$ cat src/rtl/cpu_6502_pkg.sv
// Shared definitions for the 6502 interrupt controller: register offsets, vector FSM states
// and the fixed-priority encoder.
package cpu_6502_pkg;

  localparam int unsigned MAX_IRQ = 8;
  localparam int unsigned OFF_W   = 5;

  localparam logic [OFF_W-1:0] OFF_STATUS = 5'd0;
  localparam logic [OFF_W-1:0] OFF_MASK   = 5'd1;
  localparam logic [OFF_W-1:0] OFF_MODE   = 5'd2;
  localparam logic [OFF_W-1:0] OFF_ACK    = 5'd3;
  localparam logic [OFF_W-1:0] OFF_ACTIVE = 5'd4;
  localparam logic [OFF_W-1:0] OFF_VEC    = 5'd8;

  localparam logic [15:0] NMI_VEC_ADDR = 16'hFFFA;
  localparam logic [15:0] IRQ_VEC_ADDR = 16'hFFFE;

  typedef enum logic {
    IDLE,
    VEC_HI
  } vec_state_t;

  // Lowest set index wins; an all-zero input encodes as 0.
  function automatic logic [2:0] prio_enc(input logic [MAX_IRQ-1:0] v);
    logic [2:0] enc;
    enc = 3'd0;
    for (int i = int'(MAX_IRQ) - 1; i >= 0; i--) begin
      if (v[i]) enc = 3'(i);
    end
    return enc;
  endfunction

endpackage

$ cat src/rtl/cpu_6502_sync_edge.sv
// Multi-stage synchroniser for asynchronous inputs with a rising-edge detector on the
// synchronised level.
module cpu_6502_sync_edge #(
  parameter int unsigned WIDTH       = 1,
  parameter int unsigned SYNC_STAGES = 2
) (
  input  logic             clk,
  input  logic             res,
  input  logic [WIDTH-1:0] din,
  output logic [WIDTH-1:0] sync,
  output logic [WIDTH-1:0] rise_c
);

  logic [WIDTH-1:0] stages [SYNC_STAGES];
  logic [WIDTH-1:0] prev;

  // Shift chain plus one delayed copy of the synchronised level for edge detection.
  always_ff @(posedge clk) begin
    if (res) begin
      for (int i = 0; i < int'(SYNC_STAGES); i++) stages[i] <= '0;
      prev <= '0;
    end else begin
      stages[0] <= din;
      for (int i = 1; i < int'(SYNC_STAGES); i++) stages[i] <= stages[i-1];
      prev <= stages[SYNC_STAGES-1];
    end
  end

  assign sync   = stages[SYNC_STAGES-1];
  assign rise_c = sync & ~prev;

endmodule

$ cat src/rtl/cpu_6502_int_ctrl.sv
// Memory-mapped interrupt controller for the 6502 bus: edge/level sources with masking and
// fixed priority, a stretched NMI pulse, and optional vectored $FFFE/$FFFF override.
module cpu_6502_int_ctrl
  import cpu_6502_pkg::*;
#(
  parameter int unsigned NUM_IRQ     = 8,
  parameter logic [15:0] BASE_ADDR   = 16'hD000,
  parameter int unsigned SYNC_STAGES = 2,
  parameter int unsigned NMI_PULSE   = 4,
  parameter int unsigned VECTORED    = 1
) (
  input  logic               clk,
  input  logic               res,
  input  logic               bus_en,
  input  logic [15:0]        addr,
  input  logic               rw,
  input  logic [7:0]         data_in,
  output logic [7:0]         data_out,
  output logic               data_oe,
  input  logic [NUM_IRQ-1:0] irq_src,
  input  logic               nmi_src,
  output logic               IRQ_N,
  output logic               NMI_N
);

  localparam logic [7:0]  CH_MASK = 8'((9'd1 << NUM_IRQ) - 9'd1);
  localparam int unsigned CNT_W   = $clog2(NMI_PULSE + 1);

  logic [NUM_IRQ-1:0] irq_sync;
  logic [NUM_IRQ-1:0] irq_rise_c;
  logic               nmi_sync_unused;
  logic               nmi_rise_c;

  cpu_6502_sync_edge #(.WIDTH(NUM_IRQ), .SYNC_STAGES(SYNC_STAGES)) u_irq_sync (
    .clk    (clk),
    .res    (res),
    .din    (irq_src),
    .sync   (irq_sync),
    .rise_c (irq_rise_c)
  );

  cpu_6502_sync_edge #(.WIDTH(1), .SYNC_STAGES(SYNC_STAGES)) u_nmi_sync (
    .clk    (clk),
    .res    (res),
    .din    (nmi_src),
    .sync   (nmi_sync_unused),
    .rise_c (nmi_rise_c)
  );

  logic [7:0]       pending, mask, mode;
  logic [7:0]       vec_lo [MAX_IRQ];
  logic [7:0]       vec_hi [MAX_IRQ];
  logic [CNT_W-1:0] nmi_cnt;
  vec_state_t       state, state_nxt;
  logic [2:0]       vec_ch;

  logic [OFF_W-1:0] off;
  logic             win_hit, wr_en, rd_en;
  logic [3:0]       vch;
  logic             vec_ok;
  logic [7:0]       irq_lvl, irq_rise, ack_bits, pending_nxt, active;
  logic             any;
  logic [2:0]       enc;
  logic             fsm_drive, fsm_latch;
  logic [7:0]       fsm_data;

  // Address decode for the register window and per-channel vector slots.
  assign off     = addr[OFF_W-1:0];
  assign win_hit = (addr[15:OFF_W] == BASE_ADDR[15:OFF_W]);
  assign wr_en   = bus_en & ~rw & win_hit;
  assign rd_en   = bus_en & rw & win_hit;
  assign vch     = 4'((off - OFF_VEC) >> 1);
  assign vec_ok  = (off >= OFF_VEC) && (vch < 4'(NUM_IRQ));

  // Pending update: edge channels latch until acked (a new edge beats the ack), level
  // channels simply mirror the synchronised input.
  assign irq_lvl     = 8'(irq_sync);
  assign irq_rise    = 8'(irq_rise_c);
  assign ack_bits    = (wr_en && off == OFF_ACK) ? (data_in & CH_MASK) : 8'h00;
  assign pending_nxt = ((mode & ((pending & ~ack_bits) | irq_rise)) | (~mode & irq_lvl)) & CH_MASK;

  assign active = pending & mask;
  assign any    = |active;
  assign enc    = prio_enc(active);

  // Register file, pending state and the registered IRQ line.
  always_ff @(posedge clk) begin
    if (res) begin
      pending <= 8'h00;
      mask    <= 8'h00;
      mode    <= 8'h00;
      IRQ_N   <= 1'b1;
      for (int i = 0; i < int'(MAX_IRQ); i++) begin
        vec_lo[i] <= 8'h00;
        vec_hi[i] <= 8'h00;
      end
    end else begin
      pending <= pending_nxt;
      IRQ_N   <= ~any;
      if (wr_en) begin
        case (off)
          OFF_MASK: mask <= data_in & CH_MASK;
          OFF_MODE: mode <= data_in & CH_MASK;
          default: begin
            if (vec_ok) begin
              if (off[0]) vec_hi[vch[2:0]] <= data_in;
              else        vec_lo[vch[2:0]] <= data_in;
            end
          end
        endcase
      end
    end
  end

  // NMI stretcher: each synchronised rising edge (re)loads the pulse counter.
  always_ff @(posedge clk) begin
    if (res) begin
      nmi_cnt <= '0;
      NMI_N   <= 1'b1;
    end else begin
      if (nmi_rise_c)         nmi_cnt <= CNT_W'(NMI_PULSE);
      else if (nmi_cnt != '0) nmi_cnt <= nmi_cnt - CNT_W'(1);
      NMI_N <= (nmi_cnt == '0);
    end
  end

  // Vector FSM state register and the channel latched on the low-byte fetch.
  always_ff @(posedge clk) begin
    if (res) begin
      state  <= IDLE;
      vec_ch <= 3'd0;
    end else begin
      state <= state_nxt;
      if (fsm_latch) vec_ch <= enc;
    end
  end

  // Vector FSM next state and vector-byte drive.
  always_comb begin
    state_nxt = state;
    fsm_drive = 1'b0;
    fsm_latch = 1'b0;
    fsm_data  = 8'h00;
    if (VECTORED != 0) begin
      case (state)
        IDLE: begin
          if (bus_en && rw && addr == IRQ_VEC_ADDR && any) begin
            fsm_drive = 1'b1;
            fsm_latch = 1'b1;
            fsm_data  = vec_lo[enc];
            state_nxt = VEC_HI;
          end
        end
        VEC_HI: begin
          if (bus_en) begin
            state_nxt = IDLE;
            if (rw && addr == IRQ_VEC_ADDR + 16'd1) begin
              fsm_drive = 1'b1;
              fsm_data  = vec_hi[vec_ch];
            end
          end
        end
        default: state_nxt = IDLE;
      endcase
    end
  end

  // Read data mux: register window first, then the vector override.
  always_comb begin
    data_out = 8'h00;
    data_oe  = 1'b0;
    if (rd_en) begin
      data_oe = 1'b1;
      case (off)
        OFF_STATUS: data_out = pending;
        OFF_MASK:   data_out = mask;
        OFF_MODE:   data_out = mode;
        OFF_ACTIVE: data_out = {any, 4'b0000, enc};
        default: begin
          if (vec_ok) data_out = off[0] ? vec_hi[vch[2:0]] : vec_lo[vch[2:0]];
        end
      endcase
    end else if (fsm_drive) begin
      data_oe  = 1'b1;
      data_out = fsm_data;
    end
  end

endmodule
$ cat config.mk
export PLATFORM = sky130hd
export DESIGN_NAME = cpu_6502_int_ctrl
export DESIGN_NICKNAME = d
export VERILOG_FILES = /design/src/rtl/cpu_6502_pkg.sv /design/src/rtl/cpu_6502_sync_edge.sv /design/src/rtl/cpu_6502_int_ctrl.sv
export SDC_FILE = /design/constraint.sdc
export NUM_CORES = 1
export LEC_CHECK = 0
export BUFFER_PORTS_ARGS = -buffer_cell sky130_fd_sc_hd__buf_2
export CAP_MARGIN = 20
export CORE_ASPECT_RATIO = 1.75
export CORE_UTILIZATION = 62
export CTS_CLUSTER_SIZE = 20
export DETAILED_ROUTE_END_ITERATION = 8
export PLACE_DENSITY_LB_ADDON = 0.05
export SETUP_SLACK_MARGIN = 0.4
export SLEW_MARGIN = 10
export SYNTH_ARGS = -nofsm -noshare
export SYNTH_HDL_FRONTEND = slang
export SYNTH_HIERARCHICAL = 1
export SYNTH_SLANG_ARGS = --single-unit
$ cat constraint.sdc
create_clock -name clk -period 3.5 [get_ports clk]
set_input_delay 0.525 -clock clk [delete_from_list [all_inputs] [get_ports clk]]
set_output_delay 0.525 -clock clk [all_outputs]
set_load 0.1 [all_outputs]
==> out/results.tsv, run 1 <==
stage	metric	value	unit
place	final weighted congestion in routability-driven placement	0.970	
worst_hold_path	Hold WC Path Type	in2reg	
final_layout	area added between synthesis and finish	15.4	%
logic_synthesis	area of the mapped netlist	10200	sq um
place	count of placed standard cells including taps	1124	
logic_synthesis	Synth async-reset ratio	0	
floorplan	placeable core region	16000	sq um
detailed_routing	Detailed Routing Iterations Pass 1	7	
setup_path	Critical path origin	pending[6]	
timing	worst slew margin relative to its limit	0.429	
setup_path	critical path data arrival time	2.78	ns
setup_path	endpoint of the worst-slack reg-to-reg timing path	vec_ch[0]	
job	MaxCap Viol Count	0	
power	leakage	4.36	nW
logic_synthesis	number of synthesized register bits	191	
floorplan	I/O pin cnt	48	
logic_synthesis	Unique masters post-synth	70	
setup_path	FF-to-FF path depth	6	
detailed_routing	metal1 wirelength	10.8	mm
detailed_routing	vias after detailed routing	7860	
final_layout	final layout net count	1007	
detailed_routing	routed wire length on met2	15.5	mm
setup_path	Setup Crit Path Kind	reg2out	
logic_synthesis	post-synthesis cell type with the largest combined area	edfxtp_1	
floorplan	floorplan die area	16900	sq um
run_status	result of the run	finished, final reports clean	
timing	highest clock frequency the design can meet	0.302	GHz
detailed_routing	Via density	6.72	
floorplan	horizontal die dimension	98.8	um
power	post-layout power	5.05	mW
final_layout	count of non-filler cells in the finished layout	1170	
logic_synthesis	dominant register cell in the synthesized netlist	edfxtp_1	
clocking	number of H-tree branching levels	4	
power	power per standard cell area	430	nW/um^2
setup_path	R2R Setup Slk	1.65	ns
detailed_routing	final routed wire length divided by cell count	26.0	um
final_layout	Register Area	5120	sq um
timing	post-route setup TNS	0	ns
final_layout	final core utilization	0.736	
clocking	number of buffers added to fix hold violations after cts	0	
detailed_routing	post-route ant nets	0	
detailed_routing	detailed route wirelength on metal3	2.21	mm
floorplan	starting density of the core	0.638	
setup_path	maximum net fanout on the critical path	6	
logic_synthesis	leading post-synthesis cells by cell area	edfxtp_1, dfxtp_1, and2_1	
clocking	source-to-sink clock delay at the later pin of the worst-skew pair	0.43	ns
global_routing	maximum number of pins on one net before global-route repair	77	
detailed_routing	final wirelength	30.5	mm
final_layout	top library cells by usage in the layout, fill and taps aside	and2_1, edfxtp_1, nand2_1, dfxtp_1, mux2i_1	
logic_synthesis	number of enable flip-flop cells after synthesis	128	
setup_path	startpoint of the worst register-to-register path	pending[7]	
logic_synthesis	Seq/Total Area, Yosys	0.502	
detailed_routing	Iter 0 DRT Violations	618	
setup_path	endpoint of the worst setup timing path	data_out[0]	
final_layout	proportion of layout cells with a drive suffix above 1	0.271	
global_routing	Total Routing Usage GR	0.363	
clocking	CTS tree	yes	
timing	worst-margin pin slew	0.857	ns
logic_synthesis	number of warning messages in the yosys log	6	
setup_path	CP startpoint kind	flip-flop	
final_layout	fill count	1089	
power	highest ir drop seen on vdd	0.372	mV
clocking	clock transition at the registers of the reported paths	0.07	ns
clocking	number of buffers created by CTS	17	
global_routing	overall overflow remaining after global route	0	
floorplan	standard-cell rows	61	
final_layout	commonest non-fill, non-tap cell in the layout	and2_1	
clocking	maximum root-to-sink buffer count	2	
timing	final hold slack	0.304	ns
final_layout	area occupied by multi-input gates	4850	sq um
floorplan	vertical die dimension	171	um
timing	fin crit share	0.945	
global_routing	wire length of the first global-routing pass	44.7	mm
setup_path	CP Data Required Time	2.97	ns
detailed_routing	DRC Markers	0	
logic_synthesis	syn_nets	960	
timing	final number of max-transition violations	0	
logic_synthesis	area share of the leading cell type in the synthesized netlist	0.378	
final_layout	total inserted antenna cells	0	
clocking	# clock sinks	191	
place	post-detail-place hpwl	21.3	mm
timing	unrepaired setup endpoints after global routing	yes	
setup_path	critical path capture point type	primary output	
global_routing	vias in the first global route	7737	
timing	crit path time final	3.31	ns
timing	final setup fails	0	
logic_synthesis	average footprint of a synthesized cell	11.0	sq um
global_routing	antenna violations before repair	0	
timing	Fin. Hold Viols	0	
clocking	clk root buf	clkbuf_16	
detailed_routing	uppermost layer routed	met4	
timing	Final Skew	0.00898	ns
logic_synthesis	Post-Syn Instances	921	
place	IO Port Bufs	47	
-- kinds of logic (layout without fill, tap and decap cells) --
logic type,Yosys count,after routing,share of synthesized area
and+or+nand+nor,383,383,0.220
buffers and inverters,91,149,0.0419
DFF,191,191,0.502
xor gates and xnor gates,2,2,0.00172
adders and majority gates,2,2,0.00246
muxes,86,86,0.115
AOI/OAI and AO/OA,166,168,0.117
-- cell type report --
cell class | count | share of cell area
Sequential cell | 191 | 0.436
Multi-Input combinational cell | 641 | 0.413
Tap cell | 189 | 0.0201
Clock buffer | 19 | 0.0405
Inverter | 14 | 0.00448
Clock inverter | 13 | 0.00991
Timing Repair Buffer | 103 | 0.0760
-- synth_stat cells, types with 5 or more instances --
cell         n
o311a_1      5
a211oi_1    24
a2111oi_0    9
inv_1       14
edfxtp_1   128
nor2b_2     15
o211ai_1     6
and2_1     130
a22o_1       8
nor2_1      45
nor2b_1     23
nand3b_1     6
and3_1      15
nand2_1     71
nand3_1      5
dfxtp_1     63
a311oi_1     9
o22ai_1      9
a22oi_1      9
mux4_2      23
nand2b_1     8
clkbuf_1    40
mux2_2      11
a21oi_1     45
nand4_1      6
mux2i_1     51
or2_2       19
o21ai_0      9
nor3_2       8
or4_1        9
buf_2       20
buf_4       10
-- where the power goes --
part	switching (mW)	internal (mW)	leakage, nW
combinational	0.328	0.201	2.33
clock	0.909	1.02	0.299
sequential	0.0755	2.51	1.73
-- timing repair --
action,CTS,global route
setup buffers,6,3
endpoints found under the setup margin,8,8
pin swaps,6,7
cloned,2,3
resized for setup,20,32
-- stage by stage --
stage	area, sq um	setup WS [ns]
floorplan	10200	0.248
global placement	10800	0.153
detailed placement	10800	0.137
CTS	11600	0.193
global route	11700	0.132
finish	11700	0.194
-- flip-flops by register name, indices dropped and copies added, names as in the netlist, 2 cells and up, named ones only --
signal,flops
u_irq_sync/prev,8
vec_ch,3
mask,8
mode,8
u_irq_sync/stages,16
pending,8
u_nmi_sync/stages,2
vec_hi,64
vec_lo,64
nmi_cnt,3
-- worst min-delay path by stage --
stage          cells past startpoint                  endpoint               startpoint
3_5_place_dp                       1  u_irq_sync/stages[0][10]  u_irq_sync/stages[0][2]
2_1_floorplan                      1  u_irq_sync/stages[0][15]  u_irq_sync/stages[0][7]
6_report                           2   u_irq_sync/stages[0][4]               irq_src[4]
4_1_cts                            2   u_irq_sync/stages[0][5]               irq_src[5]
3_3_place_gp                       1  u_irq_sync/stages[0][11]  u_irq_sync/stages[0][3]
5_1_grt                            2   u_irq_sync/stages[0][4]               irq_src[4]
-- critical path, stage by stage, from the launching register on --
cell,delay [ns]
dfxtp_2,0.38
nand2_1,0.07
a32o_2,0.34
a31o_4,0.31
a2111o_1,0.45
o311a_1,0.15
or4_4,0.46
buf_12,0.19
-- layer usage --
metal  track usage  up-vias
met1         0.410     3841
met3        0.0561      105
met2         0.634      440
met5             0        -
met4         0.239        0
li1              -     3474
Power figures use the tool's default switching activity.
==> run 2, diff against run 1 <==
==> constraint.sdc (replaced) <==
create_clock -name clk -period 3.5 [get_ports clk]
set_input_delay 0.7 -clock clk [delete_from_list [all_inputs] [get_ports clk]]
set_output_delay 0.7 -clock clk [all_outputs]
set_load 0.1 [all_outputs]
==> out/results.tsv, run 2 (synthesis results as in run 1) <==
stage	metric	value	unit	change
clocking	source-to-sink clock delay at the later pin of the worst-skew pair	0.44	ns	about the same
final_layout	largest registers	vec_hi: 64 flops, vec_lo: 64 flops, u_irq_sync/stages: 16 flops		
detailed_routing	post-route ant nets	0		unchanged
clocking	number of buffers created by CTS	17		unchanged
worst_hold_path	count of cells along the worst hold path	1		-1
clocking	# clock sinks	191		unchanged
global_routing	maximum number of pins on one net before global-route repair	48		-38%
detailed_routing	final routed wire length divided by cell count	27.3	um	+4.9%
timing	fin crit share	1.01		+0.0650
final_layout	proportion of layout cells with a drive suffix above 1	0.338		+0.0669
timing	Fin. Hold Viols	0		unchanged
setup_path	CP startpoint kind	flip-flop		
setup_path	cell mode on critical path	buf_4		
timing	crit path time final	3.53	ns	+0.228 ns
setup_path	FF-to-FF path depth	9		+3
detailed_routing	Iter 0 DRT Violations	862		+39%
floorplan	horizontal die dimension	98.8	um	unchanged
setup_path	maximum net fanout on the critical path	11		+5
final_layout	top library cells by usage in the layout, fill and taps aside	and2_1, edfxtp_1, buf_4, nand2_1, dfxtp_1		
place	IO Port Bufs	47		unchanged
setup_path	critical path, cell by cell	buf_4 -> a22oi_2 -> buf_4 -> a31o_4 -> mux2_2 -> mux2_4 -> o221ai_4 -> buf_12		
run_status	failing checks	setup timing		
timing	final setup fails	2		+2
timing	final number of max-transition violations	0		unchanged
place	post-detail-place hpwl	23.3	mm	+9.4%
floorplan	starting density of the core	0.638		unchanged
clocking	maximum root-to-sink buffer count	2		unchanged
timing	Final Skew	0.00669	ns	-0.00229 ns
detailed_routing	vias after detailed routing	8352		+6.3%
clocking	clock transition at the registers of the reported paths	0.07	ns	about the same
floorplan	vertical die dimension	171	um	unchanged
final_layout	Register Area	5130	sq um	+0.20%
final_layout	Final Instance Area	12500	sq um	+6.4%
detailed_routing	Via density	6.69		-0.38%
place	final weighted congestion in routability-driven placement	0.957		-1.4%
setup_path	cell type of the slowest stage on the worst timing path	mux2_2		
floorplan	I/O pin cnt	48		unchanged
detailed_routing	DRC Markers	0		unchanged
floorplan	placeable core region	16000	sq um	unchanged
setup_path	Setup Crit Path Kind	reg2out		
power	power per standard cell area	409	nW/um^2	-4.9%
global_routing	overall overflow remaining after global route	0		unchanged
power	post-layout power	5.11	mW	+1.2%
floorplan	floorplan die area	16900	sq um	unchanged
global_routing	wire length of the first global-routing pass	50.1	mm	+12%
global_routing	vias in the first global route	8378		+8.3%
run_status	result of the run	finished with violations		
detailed_routing	Detailed Routing Iterations Pass 1	6		-1
final_layout	count of non-filler cells in the finished layout	1248		+6.7%
setup_path	critical path capture point type	primary output		
timing	worst-margin pin slew	0.594	ns	-0.264 ns
timing	least setup slack across all paths after layout	-0.0340	ns	-0.228 ns
final_layout	fill count	1017		-6.6%
worst_hold_path	Hold WC Path Type	reg2reg		
timing	final hold slack	0.446	ns	+0.143 ns
timing	highest clock frequency the design can meet	0.283	GHz	-6.4%
clocking	CTS tree	yes		
timing	worst slew margin relative to its limit	0.604		+0.175
job	MaxCap Viol Count	0		unchanged
final_layout	final core utilization	0.783		+0.0472
setup_path	critical path data arrival time	2.83	ns	+0.05 ns
clocking	number of H-tree branching levels	4		unchanged
power	leakage	4.79	nW	+9.9%
place	placed cell area	11300	sq um	+4.1%
clocking	clk root buf	clkbuf_16		
power	highest ir drop seen on vdd	0.384	mV	+3.4%
setup_path	CP Data Required Time	2.80	ns	-0.17 ns
timing	post-route setup TNS	-0.0461	ns	-0.0461 ns
global_routing	antenna violations before repair	0		unchanged
final_layout	area added between synthesis and finish	22.8	%	
final_layout	total inserted antenna cells	0		unchanged
timing	unrepaired setup endpoints after global routing	yes		
detailed_routing	final wirelength	34.1	mm	+12%
place	count of placed standard cells including taps	1176		+4.6%
floorplan	standard-cell rows	61		unchanged
global_routing	Total Routing Usage GR	0.413		+0.0500
place	worst setup slack before clock tree synthesis	-0.126	ns	-0.263 ns
setup_path	crit-path max cell delay	0.39	ns	-0.07 ns
final_layout	final layout net count	1085		+7.7%
final_layout	area occupied by multi-input gates	4910	sq um	+1.2%
run 2: worst paths after layout:
check                                        startpoint                        to  slack [ns]
worst max-delay path                            mask[0]               data_out[6]       -0.03
worst min-delay path            u_irq_sync/stages[0][5]  u_irq_sync/stages[0][13]        0.45
worst max register to register               pending[7]                 vec_ch[1]        1.48
worst min register to register  u_irq_sync/stages[0][5]  u_irq_sync/stages[0][13]        0.45
run 2: area by class of cell:
| cell class | instances | area share |
|---|---|---|
| Timing Repair Buffer | 182 | 0.129 |
| Tap cell | 189 | 0.0189 |
| Multi-Input combinational cell | 640 | 0.393 |
| Clock inverter | 14 | 0.00971 |
| Clock buffer | 18 | 0.0352 |
| Inverter | 14 | 0.00421 |
| Sequential cell | 191 | 0.410 |
run 2: critical path, delay by kind of cell (launching register included):
| kind | cells | cell delay [ns] |
|---|---|---|
| compound gates | 3 | 0.80 |
| buf+inv | 3 | 0.55 |
| flops | 1 | 0.36 |
| mux | 2 | 0.68 |
run 2: routing by layer:
| layer | global-route usage | routed length (um) | vias up |
|---|---|---|---|
| met5 | 0.00923 | 0 | - |
| met4 | 0.318 | 2940 | 0 |
| met3 | 0.0776 | 2740 | 175 |
| met2 | 0.711 | 17100 | 533 |
| met1 | 0.446 | 11300 | 4018 |
| li1 | - | - | 3626 |
run 2: what timing repair did:
item,in CTS,in global routing
cloned,3,1
hold buffers,0,0
gates resized for setup,52,42
endpoints found under the setup margin,8,8
setup buffers,19,17
pin swaps,11,18
run 2: report_power, final:
| group | leakage [nW] | switching (mW) | internal [mW] |
|---|---|---|---|
| combinational | 2.78 | 0.357 | 0.259 |
| clock | 0.282 | 0.943 | 0.959 |
| sequential | 1.74 | 0.0817 | 2.51 |
==> run 3, diff against run 2 <==
--- a/config.mk
+++ b/config.mk
@@ -9,9 +9,11 @@
 export CAP_MARGIN = 20
 export CORE_ASPECT_RATIO = 1.75
 export CORE_UTILIZATION = 62
+export CTS_CLUSTER_DIAMETER = 200
 export CTS_CLUSTER_SIZE = 20
 export DETAILED_ROUTE_END_ITERATION = 8
 export PLACE_DENSITY_LB_ADDON = 0.05
+export REMOVE_ABC_BUFFERS = 1
 export SETUP_SLACK_MARGIN = 0.4
 export SLEW_MARGIN = 10
 export SYNTH_ARGS = -nofsm -noshare
==> out/results.tsv, run 3 (synthesis results as in run 1) <==
stage	metric	value	unit	change
detailed_routing	vias after detailed routing	8311		-0.49%
worst_hold_path	count of cells along the worst hold path	1		unchanged
setup_path	CP startpoint kind	flip-flop		
clocking	number of buffers added to fix hold violations after cts	0		unchanged
clocking	CTS tree	yes		
detailed_routing	Via density	6.78		+1.3%
timing	final setup fails	0		-2
place	final weighted congestion in routability-driven placement	0.995		+4.0%
detailed_routing	uppermost layer routed	met4		
timing	fin crit share	0.999		-0.0105
floorplan	vertical die dimension	171	um	unchanged
timing	worst-margin pin slew	0.686	ns	+0.0921 ns
global_routing	wire length of the first global-routing pass	50.1	mm	about the same
global_routing	Total Routing Usage GR	0.415		+0.00214
timing	Fin. Hold Viols	0		unchanged
setup_path	cell mode on critical path	buf_12		
setup_path	maximum net fanout on the critical path	6		-5
detailed_routing	detailed route wirelength on metal3	2.54	mm	-7.2%
global_routing	overall overflow remaining after global route	0		unchanged
clocking	number of buffers created by CTS	17		unchanged
setup_path	critical path, cell by cell	a22o_1 -> o211ai_2 -> nand2_4 -> buf_12 -> a211oi_4 -> a2111oi_2 -> buf_4 -> or4_4 -> buf_12		
power	power per standard cell area	405	nW/um^2	-0.98%
final_layout	area added between synthesis and finish	23.5	%	
detailed_routing	post-route ant nets	0		unchanged
timing	worst slew margin relative to its limit	0.543		-0.0609
detailed_routing	metal1 wirelength	11.5	mm	+2.0%
power	leakage	4.71	nW	-1.8%
final_layout	commonest non-fill, non-tap cell in the layout	and2_1		
floorplan	horizontal die dimension	98.8	um	unchanged
run_status	result of the run	finished, final reports clean		
setup_path	critical path data arrival time	2.80	ns	-0.03 ns
clocking	maximum root-to-sink buffer count	2		unchanged
global_routing	antenna violations before repair	0		unchanged
setup_path	Setup Crit Path Kind	reg2out		
timing	final number of max-transition violations	0		unchanged
timing	Final Skew	0.00822	ns	+0.00153 ns
clocking	source-to-sink clock delay at the later pin of the worst-skew pair	0.44	ns	about the same
floorplan	placeable core region	16000	sq um	unchanged
place	IO Port Bufs	47		unchanged
setup_path	critical path capture point type	primary output		
detailed_routing	Detailed Routing Iterations Pass 1	5		-1
job	MaxCap Viol Count	0		unchanged
timing	least setup slack across all paths after layout	0.00279	ns	+0.0368 ns
timing	crit path time final	3.50	ns	-0.0368 ns
setup_path	crit-path max cell delay	0.50	ns	+0.11 ns
timing	final hold slack	0.446	ns	+0.000175 ns
global_routing	maximum number of pins on one net before global-route repair	62		+29%
final_layout	final layout net count	1062		-2.1%
place	worst setup slack before clock tree synthesis	-0.311	ns	-0.185 ns
worst_hold_path	Hold WC Path Type	reg2reg		
final_layout	proportion of layout cells with a drive suffix above 1	0.340		+0.00171
detailed_routing	final routed wire length divided by cell count	27.7	um	+1.3%
timing	unrepaired setup endpoints after global routing	yes		
global_routing	vias in the first global route	8217		-1.9%
clocking	number of H-tree branching levels	4		unchanged
final_layout	final core utilization	0.788		+0.00463
setup_path	cell type of the slowest stage on the worst timing path	or4_4		
floorplan	starting density of the core	0.638		unchanged
floorplan	standard-cell rows	61		unchanged
setup_path	CP Data Required Time	2.80	ns	about the same
detailed_routing	routed wire length on met2	17.5	mm	+2.2%
detailed_routing	final wirelength	33.9	mm	-0.53%
timing	highest clock frequency the design can meet	0.286	GHz	+1.1%
clocking	clock transition at the registers of the reported paths	0.08	ns	about the same
power	highest ir drop seen on vdd	0.540	mV	+41%
detailed_routing	DRC Markers	0		unchanged
detailed_routing	Iter 0 DRT Violations	806		-6.5%
place	count of placed standard cells including taps	1162		-1.2%
floorplan	floorplan die area	16900	sq um	unchanged
floorplan	I/O pin cnt	48		unchanged
final_layout	count of non-filler cells in the finished layout	1226		-1.8%
clocking	clk root buf	clkbuf_16		
final_layout	largest registers	vec_hi: 64 flops, vec_lo: 64 flops, u_irq_sync/stages: 16 flops		
clocking	# clock sinks	191		unchanged
setup_path	FF-to-FF path depth	9		unchanged
place	post-detail-place hpwl	22.9	mm	-1.9%
final_layout	top library cells by usage in the layout, fill and taps aside	and2_1, edfxtp_1, buf_4, nand2_1, dfxtp_1		
run 3: layout make-up:
cell class                 instances  area, sq um
antenna                            1         2.50
clock buffer                      18          439
clock inverter                    14          125
fill                             990         3380
inverter                          14         52.6
multi-input combinational        639         5090
sequential                       191         5130
tap                              189          236
timing repair buffer             160         1500
run 3: worst max-delay path, delay by kind of cell (launching register included):
family	cells	cell delay, ns
AOI/OAI and AO/OA	4	0.87
and+or+nand+nor	2	0.64
buffers and inverters	3	0.52
DFF	1	0.33
run 3: metrics by stage:
| step | setup TNS, ns | area (sq um) | power, mW |
|---|---|---|---|
| after CTS | 0 | 12300 | 5.04 |
| final | 0 | 12600 | 5.09 |
| after global routing | -0.204 | 12600 | 5.21 |
| after global placement | -1.09 | 11000 | 3.15 |
| after detailed placement | -1.32 | 11000 | 3.18 |
| after floorplan | -2.62 | 9800 | 2.90 |
run 3: final timing paths:
kind / from / to / slack [ns]
worst max-delay path: mask[4] / data_out[5] / 0.003
worst max register to register: pending[7] / flip-flop / 1.46
worst min-delay path: u_irq_sync/stages[0][4] / u_irq_sync/stages[0][12] / 0.45
worst min register to register: u_irq_sync/stages[0][4] / u_irq_sync/stages[0][12] / 0.45
run 3: per-layer routing:
metal,track usage,up-vias
li1,-,3578
met1,0.463,4067
met2,0.731,513
met3,0.0886,153
met4,0.235,0
met5,0.00615,-
run 3: where the power goes:
part | leakage [nW] | total (mW) | internal, mW | switching (mW)
combinational | 2.69 | 0.617 | 0.252 | 0.364
sequential | 1.73 | 2.60 | 2.51 | 0.0849
clock | 0.283 | 1.88 | 0.955 | 0.923
total | 4.71 | 5.09 | 3.72 | 1.37
run 3: timing repair:
| item | CTS | global route |
|---|---|---|
| setup buffers | 15 | 12 |
| setup endpoints to repair | 9 | 9 |
| endpoints found under the hold margin | 0 | 0 |
| gates cloned | 2 | 2 |
| gates resized for setup | 114 | 32 |
| pin swaps | 27 | 16 |
